--- src/rtl/pb_event_pkg.sv ---
// rtl/pb_event_pkg.sv - shared states and default push-button timing constants
package pb_event_pkg;

  typedef enum logic [2:0] {
    IDLE,
    HELD1,
    WAIT2,
    HELD2,
    LONG_HELD
  } pb_event_state_t;

  localparam int PB_LONG_CYCLES_DEF   = 1000;
  localparam int PB_DCLICK_CYCLES_DEF = 300;
  localparam int PB_REPEAT_CYCLES_DEF = 100;

  function automatic int pb_max3(input int a, input int b, input int c);
    int m;
    m = (a > b) ? a : b;
    return (m > c) ? m : c;
  endfunction

endpackage

--- src/rtl/pb_event_timer.sv ---
// rtl/pb_event_timer.sv - clearable saturating cycle counter with terminal-count compare
module pb_event_timer
  import pb_event_pkg::*;
#(
  parameter int CNT_WIDTH = 8
) (
  input  logic                 clk,
  input  logic                 rst,
  input  logic                 clear_i,
  input  logic [CNT_WIDTH-1:0] limit_i,
  output logic                 tc_o
);

  logic [CNT_WIDTH-1:0] cnt_q, cnt_d;

  // Saturation only matters in states with no limit (HELD2, LONG_HELD without repeat).
  always_comb begin
    cnt_d = cnt_q;
    if (clear_i) begin
      cnt_d = '0;
    end else if (cnt_q != '1) begin
      cnt_d = cnt_q + 1'b1;
    end
  end

  always_ff @(posedge clk) begin
    if (rst) begin
      cnt_q <= '0;
    end else begin
      cnt_q <= cnt_d;
    end
  end

  assign tc_o = (cnt_q == limit_i);

endmodule

--- src/rtl/pb_event_classifier.sv ---
// rtl/pb_event_classifier.sv - short/long/double-click push-button event classifier
// Optional auto-repeat in LONG_HELD is enabled by defining PB_AUTOREPEAT_EN.
module pb_event_classifier
  import pb_event_pkg::*;
#(
  parameter int LONG_CYCLES   = PB_LONG_CYCLES_DEF,
  parameter int DCLICK_CYCLES = PB_DCLICK_CYCLES_DEF,
  parameter int REPEAT_CYCLES = PB_REPEAT_CYCLES_DEF,
  parameter int CNT_WIDTH     = $clog2(pb_max3(LONG_CYCLES, DCLICK_CYCLES, REPEAT_CYCLES)) + 1
) (
  input  logic clk,
  input  logic rst,
  input  logic pressed_pulse,
  input  logic released_pulse,
  output logic short_press,
  output logic long_press,
  output logic double_click,
  output logic repeat_pulse,
  output logic busy
);

  // The entry pulse cycle counts toward the hold/window, so those limits sit one lower.
  localparam logic [CNT_WIDTH-1:0] LONG_TC   = CNT_WIDTH'(LONG_CYCLES - 2);
  localparam logic [CNT_WIDTH-1:0] DCLICK_TC = CNT_WIDTH'(DCLICK_CYCLES - 2);
`ifdef PB_AUTOREPEAT_EN
  localparam logic [CNT_WIDTH-1:0] REPEAT_TC = CNT_WIDTH'(REPEAT_CYCLES - 1);
`endif

  pb_event_state_t      state_q, state_d;
  logic                 clear;
  logic [CNT_WIDTH-1:0] limit;
  logic                 tc;
  logic                 short_q, short_d;
  logic                 long_q, long_d;
  logic                 dclick_q, dclick_d;
  logic                 repeat_q, repeat_d;
  logic                 busy_q;

  pb_event_timer #(
    .CNT_WIDTH(CNT_WIDTH)
  ) u_timer (
    .clk    (clk),
    .rst    (rst),
    .clear_i(clear),
    .limit_i(limit),
    .tc_o   (tc)
  );

  always_comb begin
    state_d  = state_q;
    clear    = 1'b0;
    limit    = '0;
    short_d  = 1'b0;
    long_d   = 1'b0;
    dclick_d = 1'b0;
    repeat_d = 1'b0;
    unique case (state_q)
      IDLE: begin
        clear = 1'b1;
        if (pressed_pulse && !released_pulse) begin
          state_d = HELD1;
        end
      end
      HELD1: begin
        limit = LONG_TC;
        if (released_pulse) begin
          state_d = WAIT2;
        end else if (tc) begin
          long_d  = 1'b1;
          state_d = LONG_HELD;
        end
      end
      WAIT2: begin
        limit = DCLICK_TC;
        if (pressed_pulse && !released_pulse) begin
          dclick_d = 1'b1;
          state_d  = HELD2;
        end else if (tc) begin
          short_d = 1'b1;
          state_d = IDLE;
        end
      end
      HELD2: begin
        if (released_pulse) begin
          state_d = IDLE;
        end
      end
      LONG_HELD: begin
        if (released_pulse) begin
          state_d = IDLE;
        end
`ifdef PB_AUTOREPEAT_EN
        else begin
          limit = REPEAT_TC;
          if (tc) begin
            repeat_d = 1'b1;
            clear    = 1'b1;
          end
        end
`endif
      end
      default: begin
        state_d = IDLE;
      end
    endcase
    if (state_d != state_q) begin
      clear = 1'b1;
    end
  end

  always_ff @(posedge clk) begin
    if (rst) begin
      state_q  <= IDLE;
      short_q  <= 1'b0;
      long_q   <= 1'b0;
      dclick_q <= 1'b0;
      repeat_q <= 1'b0;
      busy_q   <= 1'b0;
    end else begin
      state_q  <= state_d;
      short_q  <= short_d;
      long_q   <= long_d;
      dclick_q <= dclick_d;
      repeat_q <= repeat_d;
      busy_q   <= (state_d != IDLE);
    end
  end

  assign short_press  = short_q;
  assign long_press   = long_q;
  assign double_click = dclick_q;
  assign repeat_pulse = repeat_q;
  assign busy         = busy_q;

endmodule

--- config.mk ---
export PLATFORM = sky130hd
export DESIGN_NAME = pb_event_classifier
export DESIGN_NICKNAME = d
export VERILOG_FILES = /design/src/rtl/pb_event_pkg.sv /design/src/rtl/pb_event_timer.sv /design/src/rtl/pb_event_classifier.sv
export SDC_FILE = /design/constraint.sdc
export NUM_CORES = 1
export LEC_CHECK = 0
export ABC_AREA = 1
export BUFFER_PORTS_ARGS = -buffer_cell sky130_fd_sc_hd__buf_4
export CORE_MARGIN = 5
export CORE_UTILIZATION = 55
export CTS_CLUSTER_SIZE = 14
export DETAILED_ROUTE_END_ITERATION = 10
export GPL_TIMING_DRIVEN = 0
export PLACE_DENSITY = 0.75
export RECOVER_POWER = 50
export SLEW_MARGIN = 0
export SYNTH_ARGS = -nofsm -noshare
export SYNTH_HDL_FRONTEND = slang
export SYNTH_SLANG_ARGS = --single-unit
--- constraint.sdc ---
create_clock -name clk -period 4.5 [get_ports clk]
set_clock_uncertainty 0.2 [all_clocks]
set_input_delay 0.225 -clock clk [delete_from_list [all_inputs] [get_ports clk]]
set_output_delay 0.225 -clock clk [all_outputs]
set_load 0.02 [all_outputs]
* Word-level counts from Yosys, hierarchy flattened
Index checks and enable logic that the tools add are counted.
** Word-level totals
- Word-level logic and storage cells :: 37
- Bits of input ports :: 4
- Output and inout bits :: 5
- Register bits :: 18
** Cells by class
- Multiplexer cells :: 12
- $add $sub $neg :: 1
- Bitwise operators :: 2
- Equal/unequal tests :: 7
- Reduce and logical (&&, ||, !) cells :: 9
** Operators with widths (number)
- one-hot mux 10 bit (2 select lines) :: 1
- 2-to-1 mux 3 bit :: 6
- one-hot mux 3 bit (4 select lines) :: 1
- adder 11 x 1 -> 11 bit (second input constant) :: 1
- == test 11 x 10 -> 1 bit :: 1
- != test 11 bit (second input constant) :: 1
- == test 3 x 2 -> 1 bit (second input constant) :: 2
- OR reduction 2 bit :: 3
- OR reduction 3 bit :: 2
- 2-to-1 mux 1 bit :: 4
- == test 3 x 1 -> 1 bit (second input constant) :: 1
- == test 3 bit (second input constant) :: 1
- logical NOT 3 bit :: 1
- != test 3 bit :: 1
- nonzero test 3 bit :: 1
- NOT 1 bit :: 2
- logical AND 1 bit :: 1
- logical NOT 1 bit :: 1

* Logic depth before layout (Yosys ltp)
- Depth in word-level cells :: 9
- Depth in mapped cells :: 14
- Mapped depth without buffers :: 13

* Hierarchy
A second synthesis with hierarchy kept.
** Unflattened totals
- Cell total of the unflattened synthesis :: 158
- Area total of the unflattened synthesis :: 1094.8 sq um
** Modules (own cells, without submodules)
- pb_event_timer :: cells each 100, seq. area each 220.2 sq um, times used 1, area each 701.9 sq um
- pb_event_classifier :: cells each 58, seq. area each 140.1 sq um, times used 1, area each 392.9 sq um

* Worst setup path after synthesis
OpenSTA, ideal clock, no wires.
- Kind :: reg-to-reg
- Start point :: reg state_q[2]
- End point :: reg u_timer.cnt_q[8]
- Buffers on the path :: 1
- Cell stages (with the launch flop) :: 12
- Path slack :: 2.756 ns
- Library setup time :: 0.119 ns
- Arrival time :: 1.425 ns
- Clock period less this slack :: 1.744 ns
- Data required time :: 4.181 ns
- Cell sequence :: dfxtp_1 nor2_2 nand2_2 nand2_1 nand2_1 nor2_2 nand3_2 o21bai_2 nand4_1 nand2_1 buf_6 nor2_2
** Between the ends
- Longest elaborated chain between the ends :: 9
- Elaborated cells on any way between the ends :: 19
- Those cells by class :: eq/ne (6); mux (10); reduce/logical (3)
** RTL lines
- from (decl) :: RTL line pb_event_classifier.sv:29 : pb_event_state_t state_q, state_d;
- from (signal assigned) :: RTL line pb_event_classifier.sv:120 : state_q <= state_d;
- == test 3 x 2 -> 1 bit or == test 3 x 1 -> 1 bit (tied branches) :: RTL line pb_event_classifier.sv:57 : unique case (state_q)
- one-hot mux 10 bit (2 select lines) :: RTL line pb_event_classifier.sv:57
- == test 11 x 10 -> 1 bit :: RTL line pb_event_timer.sv:34 : assign tc_o = (cnt_q == limit_i);
- 2-to-1 mux 3 bit, on equally long branches :: RTL line pb_event_classifier.sv:78, pb_event_classifier.sv:68
- 2-to-1 mux 3 bit, on equally long branches :: RTL line pb_event_classifier.sv:75, pb_event_classifier.sv:66
- one-hot mux 3 bit (4 select lines) :: RTL line pb_event_classifier.sv:57
- != test 3 bit :: RTL line pb_event_classifier.sv:106 : if (state_d != state_q) begin
- 2-to-1 mux 1 bit * :: RTL line pb_event_classifier.sv:106
- OR reduction 2 bit (no source line) *
- to (signal assigned) :: RTL line pb_event_timer.sv:30 : cnt_q <= cnt_d;
- to (decl) :: RTL line pb_event_timer.sv:14 : logic [CNT_WIDTH-1:0] cnt_q, cnt_d;
Mark *: on every way between the ends. The rest lies on a longest branch, timed or not.
A chain may end at the register's enable or synchronous reset.

* Worst setup path after layout
- Start point :: reg state_q[0]
- End point :: reg u_timer.cnt_q[3]
Same word-level chain as after synthesis.

==> results.md <==
- RSZ-0062 raised after global routing: no
- Max Slew Vio Count: 0
- Antenna violations before repair: 0
- Critical setup path kind: reg -> reg
- Count of final setup violators: 0
- Most common cell after layout, fill and taps aside: nand2_1
- Fin crit period: 2.435 ns
- Crit path max fanout: 10
- Via density per instance: just over 5
- Die height: around 53 um
- Max Clk Rate: 410.6 MHz
- HP Start: released_pulse
- CP Data Required Time: about 4.6 ns
- Post-route ant nets: 0
- Share of layout cells above drive strength 1: 0.1790
- TritonCTS Buffers: 3
- # H-tree levels: 1
- Peak VDD IR: 174.9 uV
- Rows: 15
- Max-Cap Viols: 0
- Worst setup EP type: flip-flop
- Initial DRC Count: 53
- CP delay by family, top: simple AND/OR/NAND/NOR gates
- Worst path bufs/invs: 4
- Gpl congestion: ~0.86
- DRC viols: 0
- Fin crit share: 0.5412
- Status: complete, no violations
- Post-Route WL: between 2 and 2.5 mm
- Fin Setup TNS: 0 ns
- Synth cell types: 26
- Vias in the first global route: 972
- Final worst setup slack: 2.065 ns
- Area of placed instances: between 1000 and 1500 sq um
- I/O Buffers: 7
- PD cells: approximately 270 nW/um^2
- Die footprint: roughly 2800 sq um
- R2R Setup Slk: 2.06 ns
- Register area share after synthesis: 0.3504
- Post-Syn Instances: 150
- Detailed Place HPWL: roughly 1.6 mm
- Leak: 0.4391 nW
- Syn Nets: 155
- I/O Pins: 9
- Post-route cell area: about 1100 sq um
- HP Class: in -> reg
- Crit path depth: 14
- GRT Residual Overflow: 0
- First-pass DRT Iterations: 4
- Root Buffer: clkbuf_4
- Area Overhead vs Synth: 9.854%
- Core Region: 1745 sq um
- DR vias: approximately 960
- Fin. Hold Viols: 0
- Startpoint class of the critical path: flip-flop
- Final core utilization: 0.6473
- First-pass GRT wire length: ~3.8 mm
- Worst r2r src: state_q[0]
- Total track usage: 0.1827
- Synth top area share: 0.3504
- Placed Cells: around 180
- Worst hold slack: between 0.07 and 0.08 ns
- Worst-path clk slew: roughly 0.11 ns
- CP max-delay cell: clkbuf_1
- Mean area per synthesized cell: between 6 and 7 sq um
- Largest net degree at the start of global routing: 11
- #FFs+latches synth: 18
- Total power: 0.3038 mW
- Yosys top cell by area: dfxtp_1
- CTS tree: built
- Chip width: 53.25 um
- R2R cell count: 14
- Clock Latency Late Sink: 0.30 ns
- Post-synthesis cell area: between 1000 and 1500 sq um
- Pre-CTS WS: 2.537 ns
- Commonest cells after routing, fill and taps aside: nand2_1 (30), inv_1 (18), dfxtp_1 (18)
- Worst EP arrival: between 2 and 2.5 ns
- Synth Warn #: 0
- Initial core utilization: 0.5892
- Wirelength per Cell: around 11 um
- Reg2reg end: u_timer.cnt_q[3]
- Clock Path Buffers: 2
- Largest stage delay, worst path: around 0.34 ns
- CP Capture Point: u_timer.cnt_q[3]
- Crit path launch: state_q[0]
- Antenna diode count: 0
- Final Non-Filler Cells: 187
- Top cells by area, synth: dfxtp_1 (35%), nand2_1 (11%), nor2_2 (8.5%)
- Final net count: 168
- CP most frequent cell: nand2_1
- Clk sink count: 18
- CP Cell Sequence: clkbuf_1, inv_1, nand3_1, nand2_1, nand2_1, nand2_1, nand3_1, clkinv_1, nand2_1, nand3_1, nor2_1, nand2_1, buf_6, nor2_2
==> logic make-up (layout without fill, tap and decap cells) <==
| family | after synthesis | in the layout | synth area share |
|---|---|---|---|
| XOR/XNOR | 6 | 6 | 0.05109 |
| AO/OA/AOI/OAI | 14 | 14 | 0.08151 |
| AND/OR/NAND/NOR | 85 | 85 | 0.3978 |
| other | 1 | 1 | 0.003646 |
| flip-flops | 18 | 18 | 0.3504 |
| adder cells (fa/ha/maj) | 1 | 1 | 0.01216 |
| buffers and inverters | 25 | 37 | 0.1034 |
==> Yosys cell counts <==
cell type and count:
o31ai_1 1, nor2_1 17, nor2_2 14, xor2_1 4
conb_1 1, inv_2 5, o21bai_2 1, inv_1 17
buf_6 1, o211ai_1 1, xnor2_1 2, nand4_1 2
buf_2 1, a21boi_0 1, nand2_1 29, ha_1 1
nor2_4 1, nand3_1 11, buf_4 1, dfxtp_1 18
nand3_2 2, nor4_1 2, o21ai_0 5, nand2_2 2
a21oi_1 5, nor3_1 5
==> repair_timing <==
| action | 4_1_cts | 5_1_grt |
|---|---|---|
| hold buffers | 1 | 0 |
| buffers inserted | 0 | 0 |
| resized for setup | 0 | 0 |
| hold endpoints to repair | 5 | 0 |
==> sequential cells by signal, summed over array words and instances, names as in the netlist <==
register	cells
busy	1
double_click	1
long_press	1
short_press	1
state_q	3
u_timer.cnt_q	11
==> per-layer routing <==
metal	part of all wire	up-vias	track usage
met1	0.45	434	0.2184
met4	0.011	0	0.08936
li1	-	495	-
met5	0	-	0
met3	0.056	3	0.02535
met2	0.48	30	0.3143
==> worst register-to-register path: stages (launching register included) <==
cell and delay [ns]:
dfxtp_1 0.33, clkbuf_1 0.34, inv_1 0.18, nand3_1 0.22, nand2_1 0.07, nand2_1 0.06, nand2_1 0.04, nand3_1 0.19
clkinv_1 0.10, nand2_1 0.11, nand3_1 0.08, nor2_1 0.12, nand2_1 0.10, buf_6 0.17, nor2_2 0.08
==> worst min-delay path by stage <==
stage / endpoint / cells past startpoint / slack (ns)
after floorplan: long_press / 1 / 0.1
after global placement: state_q[2] / 2 / 0.25
after detailed placement: state_q[2] / 2 / 0.25
after global routing: double_click / 4 / 0.11
final: state_q[2] / 4 / 0.07
after CTS: double_click / 4 / 0.06
==> final cells by class <==
cell class / count / area [sq um]
fill: 172 / 615.6
multi-input combinational: 107 / 549.3
sequential: 18 / 360.3
inverter: 22 / 82.58
timing repair buffer: 8 / 47.55
clock buffer: 4 / 36.28
tap: 25 / 31.28
buffer: 3 / 22.52
==> report_power, final <==
| group | total, mW | internal (mW) | switching [mW] |
|---|---|---|---|
| sequential | 0.164 | 0.162 | 0.00192 |
| clock | 0.102 | 0.0494 | 0.0530 |
| combinational | 0.0374 | 0.0128 | 0.0245 |
Note: power is estimated with default switching activity, not from simulation.
